==> src/rtl/simon_pkg.sv <==
// Shared types and constants for the Simon sequence buffer.
package simon_pkg;

  localparam int unsigned SEQ_DEPTH = 32;

  // One stored step: codes 0..3 map to buttons 1..4.
  typedef logic [1:0] color_t;

  typedef enum logic [1:0] {
    StIdle   = 2'd0,
    StAppend = 2'd1,
    StPlay   = 2'd2,
    StCheck  = 2'd3
  } state_t;

endpackage

==> src/rtl/controls_if.sv <==
// Random-step source handshake: value is meaningful while ready is high.
interface controls_if;
  import simon_pkg::*;

  logic   ready;
  color_t value;

  modport consumer (input ready, input value);
  modport producer (output ready, output value);

endinterface

==> src/rtl/sequence_mem.sv <==
// DEPTH x 2-bit register file: one synchronous write port, one combinational read port.
module sequence_mem
  import simon_pkg::*;
#(
  parameter int unsigned DEPTH = SEQ_DEPTH,
  parameter int unsigned AW    = 5
) (
  input  logic          clk,
  input  logic          i_we,
  input  logic [AW-1:0] i_waddr,
  input  color_t        i_wdata,
  input  logic [AW-1:0] i_raddr,
  output color_t        o_rdata
);

  color_t r_mem [DEPTH];

  // Storage write; contents deliberately not reset.
  always_ff @(posedge clk) begin
    if (i_we) begin
      r_mem[i_waddr] <= i_wdata;
    end
  end

  assign o_rdata = r_mem[i_raddr];

endmodule

==> src/rtl/sequence_buffer.sv <==
// Stores a Simon step sequence, replays it to a display and checks player input against it.
module sequence_buffer
  import simon_pkg::*;
#(
  parameter int unsigned DEPTH = SEQ_DEPTH,
  parameter int unsigned LW    = $clog2(DEPTH + 1)
) (
  input  logic             clk,
  input  logic             rst_n,
  controls_if.consumer     rng,
  input  logic             clear,
  input  logic             append_req,
  input  logic             play_req,
  input  logic             check_req,
  output logic             play_valid,
  output logic [1:0]       play_value,
  input  logic             play_ready,
  input  logic             btn_valid,
  input  logic [1:0]       btn_value,
  output logic             append_done,
  output logic             play_done,
  output logic             check_ok,
  output logic             check_fail,
  output logic             busy,
  output logic [LW-1:0]    length,
  output logic             full
);

  localparam int unsigned AW = (DEPTH > 1) ? $clog2(DEPTH) : 1;

  state_t        r_state, w_state_next;
  logic [AW-1:0] r_index, w_index_next;
  logic [LW-1:0] r_length, w_length_next;
  logic          r_play_valid, w_play_valid_next;
  color_t        r_play_value, w_play_value_next;
  logic          r_append_done, w_append_done_next;
  logic          r_play_done, w_play_done_next;
  logic          r_check_ok, w_check_ok_next;
  logic          r_check_fail, w_check_fail_next;
  logic          r_busy;
  logic          r_full;

  logic          w_we;
  logic [AW-1:0] w_rd_addr;
  color_t        w_rd_data;
  logic          w_last;

  // PLAY prefetches the next beat so play_value can be registered; CHECK reads the current index.
  always_comb begin
    unique case (r_state)
      StPlay:  w_rd_addr = r_index + AW'(1);
      StCheck: w_rd_addr = r_index;
      default: w_rd_addr = '0;
    endcase
  end

  assign w_last = (LW'(r_index) == (r_length - LW'(1)));

  sequence_mem #(
    .DEPTH (DEPTH),
    .AW    (AW)
  ) u_mem (
    .clk     (clk),
    .i_we    (w_we),
    .i_waddr (AW'(r_length)),
    .i_wdata (rng.value),
    .i_raddr (w_rd_addr),
    .o_rdata (w_rd_data)
  );

  // Next-state logic: clear overrides everything, requests only taken in IDLE.
  always_comb begin
    w_state_next       = r_state;
    w_index_next       = r_index;
    w_length_next      = r_length;
    w_play_valid_next  = r_play_valid;
    w_play_value_next  = r_play_value;
    w_append_done_next = 1'b0;
    w_play_done_next   = 1'b0;
    w_check_ok_next    = 1'b0;
    w_check_fail_next  = 1'b0;
    w_we               = 1'b0;

    if (clear) begin
      w_state_next      = StIdle;
      w_length_next     = '0;
      w_index_next      = '0;
      w_play_valid_next = 1'b0;
    end else begin
      unique case (r_state)
        StIdle: begin
          if (append_req) begin
            // A full buffer swallows the request without a pulse.
            if (!r_full) w_state_next = StAppend;
          end else if (play_req) begin
            if (r_length == '0) begin
              w_play_done_next = 1'b1;
            end else begin
              w_state_next      = StPlay;
              w_index_next      = '0;
              w_play_valid_next = 1'b1;
              w_play_value_next = w_rd_data;
            end
          end else if (check_req) begin
            if (r_length == '0) begin
              w_check_ok_next = 1'b1;
            end else begin
              w_state_next = StCheck;
              w_index_next = '0;
            end
          end
        end
        StAppend: begin
          if (rng.ready) begin
            w_we               = 1'b1;
            w_length_next      = r_length + LW'(1);
            w_append_done_next = 1'b1;
            w_state_next       = StIdle;
          end
        end
        StPlay: begin
          if (play_ready) begin
            if (w_last) begin
              w_play_valid_next = 1'b0;
              w_play_done_next  = 1'b1;
              w_state_next      = StIdle;
            end else begin
              w_index_next      = r_index + AW'(1);
              w_play_value_next = w_rd_data;
            end
          end
        end
        StCheck: begin
          if (btn_valid) begin
            if (btn_value != w_rd_data) begin
              w_check_fail_next = 1'b1;
              w_state_next      = StIdle;
            end else if (w_last) begin
              w_check_ok_next = 1'b1;
              w_state_next    = StIdle;
            end else begin
              w_index_next = r_index + AW'(1);
            end
          end
        end
        default: w_state_next = StIdle;
      endcase
    end
  end

  // State and registered outputs; busy/full are derived from next-state so they line up.
  always_ff @(posedge clk or negedge rst_n) begin
    if (!rst_n) begin
      r_state       <= StIdle;
      r_index       <= '0;
      r_length      <= '0;
      r_play_valid  <= 1'b0;
      r_play_value  <= '0;
      r_append_done <= 1'b0;
      r_play_done   <= 1'b0;
      r_check_ok    <= 1'b0;
      r_check_fail  <= 1'b0;
      r_busy        <= 1'b0;
      r_full        <= 1'b0;
    end else begin
      r_state       <= w_state_next;
      r_index       <= w_index_next;
      r_length      <= w_length_next;
      r_play_valid  <= w_play_valid_next;
      r_play_value  <= w_play_value_next;
      r_append_done <= w_append_done_next;
      r_play_done   <= w_play_done_next;
      r_check_ok    <= w_check_ok_next;
      r_check_fail  <= w_check_fail_next;
      r_busy        <= (w_state_next != StIdle);
      r_full        <= (w_length_next == LW'(DEPTH));
    end
  end

  assign play_valid  = r_play_valid;
  assign play_value  = r_play_value;
  assign append_done = r_append_done;
  assign play_done   = r_play_done;
  assign check_ok    = r_check_ok;
  assign check_fail  = r_check_fail;
  assign busy        = r_busy;
  assign length      = r_length;
  assign full        = r_full;

endmodule

==> src/flat_wrapper.sv <==
// flat-port wrapper written by rule: the top's interface ports become plain ports
module sequence_buffer_flat import simon_pkg::*;
#(
  parameter int unsigned DEPTH = SEQ_DEPTH,
  parameter int unsigned LW    = $clog2(DEPTH + 1)
)
  (clk, rst_n, clear, append_req, play_req, check_req, play_valid, play_value, play_ready, btn_valid, btn_value, append_done, play_done, check_ok, check_fail, busy, length, full, rng_ready, rng_value);
  controls_if rng_i ();
  input  logic clk;
  input  logic rst_n;
  input  logic clear;
  input  logic append_req;
  input  logic play_req;
  input  logic check_req;
  output logic play_valid;
  output logic [1:0] play_value;
  input  logic play_ready;
  input  logic btn_valid;
  input  logic [1:0] btn_value;
  output logic append_done;
  output logic play_done;
  output logic check_ok;
  output logic check_fail;
  output logic busy;
  output logic [LW-1:0] length;
  output logic full;
  input wire logic [$bits(rng_i.ready)-1:0] rng_ready;
  input wire logic [$bits(rng_i.value)-1:0] rng_value;
  assign rng_i.ready = rng_ready;
  assign rng_i.value = rng_value;
  sequence_buffer #(.DEPTH(DEPTH), .LW(LW)) u_core (.clk(clk), .rst_n(rst_n), .rng(rng_i), .clear(clear), .append_req(append_req), .play_req(play_req), .check_req(check_req), .play_valid(play_valid), .play_value(play_value), .play_ready(play_ready), .btn_valid(btn_valid), .btn_value(btn_value), .append_done(append_done), .play_done(play_done), .check_ok(check_ok), .check_fail(check_fail), .busy(busy), .length(length), .full(full));
endmodule
==> config.mk <==
export PLATFORM = sky130hd
export DESIGN_NAME = sequence_buffer_flat
export DESIGN_NICKNAME = d
export VERILOG_FILES = /design/src/rtl/simon_pkg.sv /design/src/rtl/controls_if.sv /design/src/rtl/sequence_mem.sv /design/src/rtl/sequence_buffer.sv /design/src/flat_wrapper.sv
export SDC_FILE = /design/constraint.sdc
export NUM_CORES = 1
export LEC_CHECK = 0
export CORE_UTILIZATION = 54
export CTS_CLUSTER_DIAMETER = 80
export DETAILED_ROUTE_END_ITERATION = 12
export PLACE_DENSITY = 0.78
export SETUP_SLACK_MARGIN = 0.2
export SLEW_MARGIN = 20
export SYNTH_ARGS = -nofsm -noshare
export SYNTH_HDL_FRONTEND = slang
export SYNTH_HIERARCHICAL = 1
export SYNTH_SLANG_ARGS = --single-unit
==> constraint.sdc <==
create_clock -name clk -period 4.15 [get_ports clk]
set_clock_uncertainty 0.15 [all_clocks]
set_input_delay 0.415 -clock clk [delete_from_list [all_inputs] [get_ports clk]]
set_output_delay 0.415 -clock clk [all_outputs]
set_load 0.005 [all_outputs]
==> metrics.md <==
| Metric | Value |
|---|---|
| Largest net degree at the start of global routing | 33 |
| Pwr Density | between 300 and 400 mW/mm^2 |
| Buf+Inv Stages, Crit Path | 3 |
| Diode count | 0 |
| Final min period | 3.70 ns |
| H-tree depth | 3 |
| Share of cells above drive strength 1 | under 10% |
| FILL cells | about 600 |
| Via Count | 2,992 |
| Final non-filler cell total | 489 |
| Yosys warnings | 6 |
| Critical Path Max Stage Delay | 0.41 ns |
| Syn Nets | 377 |
| Setup CP Type | register to register |
| Max cap viols | 0 |
| Die H | 91.1 um |
| Post-synth EDFFs | 64 |
| Die area | 0.00829 mm^2 |
| Asr flop ratio synth | 25.6% |
| Initial DRT Pass Iterations | 5 |
| Sink Count | 86 |
| Leakage | 1.63 nW |
| Clk buf depth | 2 |
| Hold slack | 0.398 ns |
| Max Clock Freq | 271 MHz |
| Antenna violations before repair | 0 |
| Buffer count from post-CTS setup fixing | 0 |
| Root cell of the clock tree | clkbuf_8 |
| Critical path peak fanout | 16 |
| Worst setup SP type | register |
| Switching share of power | 22.6% |
| Status | finished, final reports clean |
| WL/cell | 18.9 um |
| Critical Path Slowest Stage Cell | dfrtp_1 |
| Fin nets | 403 |
| Crit. End Element | register |
| Arrival time at the worst endpoint | 3.80 ns |
| Power, Total | around 1.8 mW |
| Synth-to-Final Area Change | 13.5% |
| TritonCTS Buffers | 9 |
| Worst-margin pin slew | 1.07 ns |
| GR Overflow Total | 0 |
| Setup ws final | 0.454 ns |
| FF+latch count, synth | 86 |
| Top delay family on crit path | compound AO/OA/AOI/OAI gates |
| Initial DRC Count | 188 |
| Vias per inst | around 6 |
| Pins Over Slew Limit | 0 |
| Predominant post-synthesis flop cell | edfxtp_1 |
| Worst endpoint required time | ~4.3 ns |
| Register area | around 0.0025 mm^2 |
| Comb pwr share | 10.4% |
| Share of power burned in the clock network | 35.5% |
| Global-route wire length before repair | 14,600 um |
| PortBufs | 27 |
| Mapped Cells | 356 |
| Die width | slightly above 90 um |
| Worst min path class | register to register |
| CP cell instances | inv_1, ha_1, inv_1, o21ai_4, buf_12, mux2i_1, a22oi_1, and4b_1, a31oi_1, o311ai_1, xor2_1, nor3_2, o21a_1, nor2_1, a21o_1, mux2_2 |
| Synth Area per Inst | 12.0 um^2 |
| Post-Syn Area | 0.00428 mm^2 |
| Psw | 0.401 mW |
| Endpoints failing hold | 0 |
| Reg power frac | between 50% and 60% |
| Placer Congestion | roughly 0.91 |
| Io pins | 28 |
| Post-DP Area | 0.00461 mm^2 |
| Fin crit share | between 80% and 90% |
| Final setup violating endpoints | 0 |
| CP dominant cell by count | inv_1 |
| WL final | approximately 9200 um |
| Residual DRC | 0 |
| Slew margin rel. | 28.2% |
| Final Util | 63.2% |
| Core footprint | 0.00769 mm^2 |
| Clock tree from TritonCTS | built |
| Setup TNS | 0 ns |
| Unrepaired setup endpoints after global routing | false |
| Worst VDD drop | 0.229 mV |
| Worst skew pair latency | 0.36 ns |
| Place WS | 0.209 ns |
| Initial core utilization | 55.7% |
| Antenna Nets Post-Route | 0 |
| HPWL after DPL | 6200 um |
| Row count | 32 |
| Placed Cells incl. Taps | 472 |
| Int Power | 1.37 mW |
| Worst-path clk slew | 0.08 ns |
| Total track usage | 23.5% |
| Multi-input logic area | 0.00168 mm^2 |
| Number of global-route vias before repair | slightly below 3,000 |
| Post-route cell area | 0.00486 mm^2 |
| Synth unique cells | 53 |
| Seq/Total Area, Yosys | 57.7% |
power groups by stage:
stage          sequential (mW)  clock [mW]  combinational, mW
3_5_place_dp             0.979           0              0.179
3_3_place_gp             0.977           0              0.177
4_1_cts                  0.959       0.643              0.180
6_report                 0.959       0.630              0.184
2_1_floorplan            0.974           0             0.0989
5_1_grt                  0.961       0.674              0.197
logic make-up (layout without fill, tap and decap cells):
kind of cell             count (synthesis)  count (layout)  share of synthesized area, %
AND/OR/NAND/NOR                        127             127                          15.1
flip-flops                              86              86                          57.7
AO/OA/AOI/OAI                           58              58                          9.47
multiplexers                            35              35                          8.44
buffers and inverters                   26              57                          3.68
XOR/XNOR                                16              16                          3.27
adder cells (fa/ha/maj)                  8               8                          2.34
repair_timing:
item | 4_1_cts | 5_1_grt
hold endpoints to repair | 0 | 0
hold buffers | 0 | 0
resized for setup | 0 | 5
endpoints found under the setup margin | 0 | 5
layer usage:
layer | up-vias | wire (um) | track usage (%)
met4 | 0 | 246 | 10.4
met3 | 24 | 498 | 4.77
li1 | 1372 | - | -
met5 | - | 0 | 0
met2 | 103 | 4620 | 39.8
met1 | 1493 | 3880 | 29.2
layout make-up:
type | count | area share [%]
sequential | 86 | 50.8
multi-input combinational | 244 | 34.5
clock inverter | 6 | 1.72
tap | 102 | 2.62
inverter | 9 | 0.695
timing repair buffer | 32 | 6.95
clock buffer | 10 | 2.62
Yosys cell counts, types with 2 or more instances:
| master | count | share of area (%) |
|---|---|---|
| nor3_1 | 5 | 0.58 |
| o311ai_1 | 2 | 0.41 |
| a211o_1 | 2 | 0.41 |
| nor4_1 | 2 | 0.29 |
| clkbuf_1 | 4 | 0.35 |
| o21a_1 | 2 | 0.35 |
| o22ai_1 | 2 | 0.29 |
| nor2b_1 | 6 | 0.88 |
| and4b_1 | 3 | 0.70 |
| dfrtp_1 | 22 | 13 |
| buf_6 | 5 | 1.3 |
| a311oi_1 | 2 | 0.41 |
| a31oi_1 | 2 | 0.29 |
| mux2_4 | 2 | 0.70 |
| nand4b_1 | 2 | 0.41 |
| or3b_1 | 3 | 0.61 |
| xor2_1 | 8 | 1.6 |
| o21ai_0 | 6 | 0.70 |
| nand2_1 | 22 | 1.9 |
| edfxtp_1 | 64 | 45 |
| o211ai_1 | 6 | 1.1 |
| and2_1 | 2 | 0.29 |
| mux2i_1 | 32 | 7.5 |
| clkbuf_2 | 3 | 0.35 |
| nor2_1 | 49 | 4.3 |
| a22oi_1 | 14 | 2.5 |
| xnor2_1 | 8 | 1.6 |
| nand3b_1 | 6 | 1.1 |
| ha_1 | 8 | 2.3 |
| and3_1 | 3 | 0.44 |
| a21oi_1 | 13 | 1.5 |
| inv_1 | 9 | 0.79 |
| a22o_1 | 2 | 0.41 |
| buf_2 | 3 | 0.35 |
| nand3_1 | 14 | 1.6 |
worst paths after layout:
check,to,startpoint,depth (start not counted),slack [ns]
worst max register to register,u_core/r_index[0],u_core/r_state[0],16,0.45
worst max-delay path,u_core/r_index[0],u_core/r_state[0],16,0.45
max in group asynchronous,u_core/length[4],rst_n,1,2.83
worst min register to register,u_core/play_value[0],u_core/play_value[0],1,0.40
worst min-delay path,u_core/play_value[0],u_core/play_value[0],1,0.40
min in group asynchronous,u_core/r_index[1],rst_n,1,0.43
flip-flops by register name (all words and copies together) (netlist names):
| signal | flops |
|---|---|
| u_core/u_mem/r_mem | 64 |
| u_core/r_index | 5 |
| u_core/check_ok | 1 |
| u_core/append_done | 1 |
| u_core/busy | 1 |
| u_core/length | 6 |
| u_core/full | 1 |
| u_core/play_value | 2 |
| u_core/check_fail | 1 |
| u_core/play_valid | 1 |
| u_core/r_state | 2 |
| u_core/play_done | 1 |
cell usage in the layout (no fill, tap or decap), drive strengths merged, types with 3 or more instances in the layout:
cell	instances
nor2	50
nand3b	6
mux2i	32
ha	8
or3b	4
dfrtp	22
nand3	14
mux2	3
edfxtp	64
a22oi	14
clkdlybuf4s50	27
nor2b	6
nor4	3
xor2	8
inv	10
o21ai	6
clkbuf	11
and3	3
o211ai	6
and4b	3
a21oi	14
xnor2	8
buf	4
nand2	22
nor3	5
No activity file was read; power rests on OpenSTA's default activity.
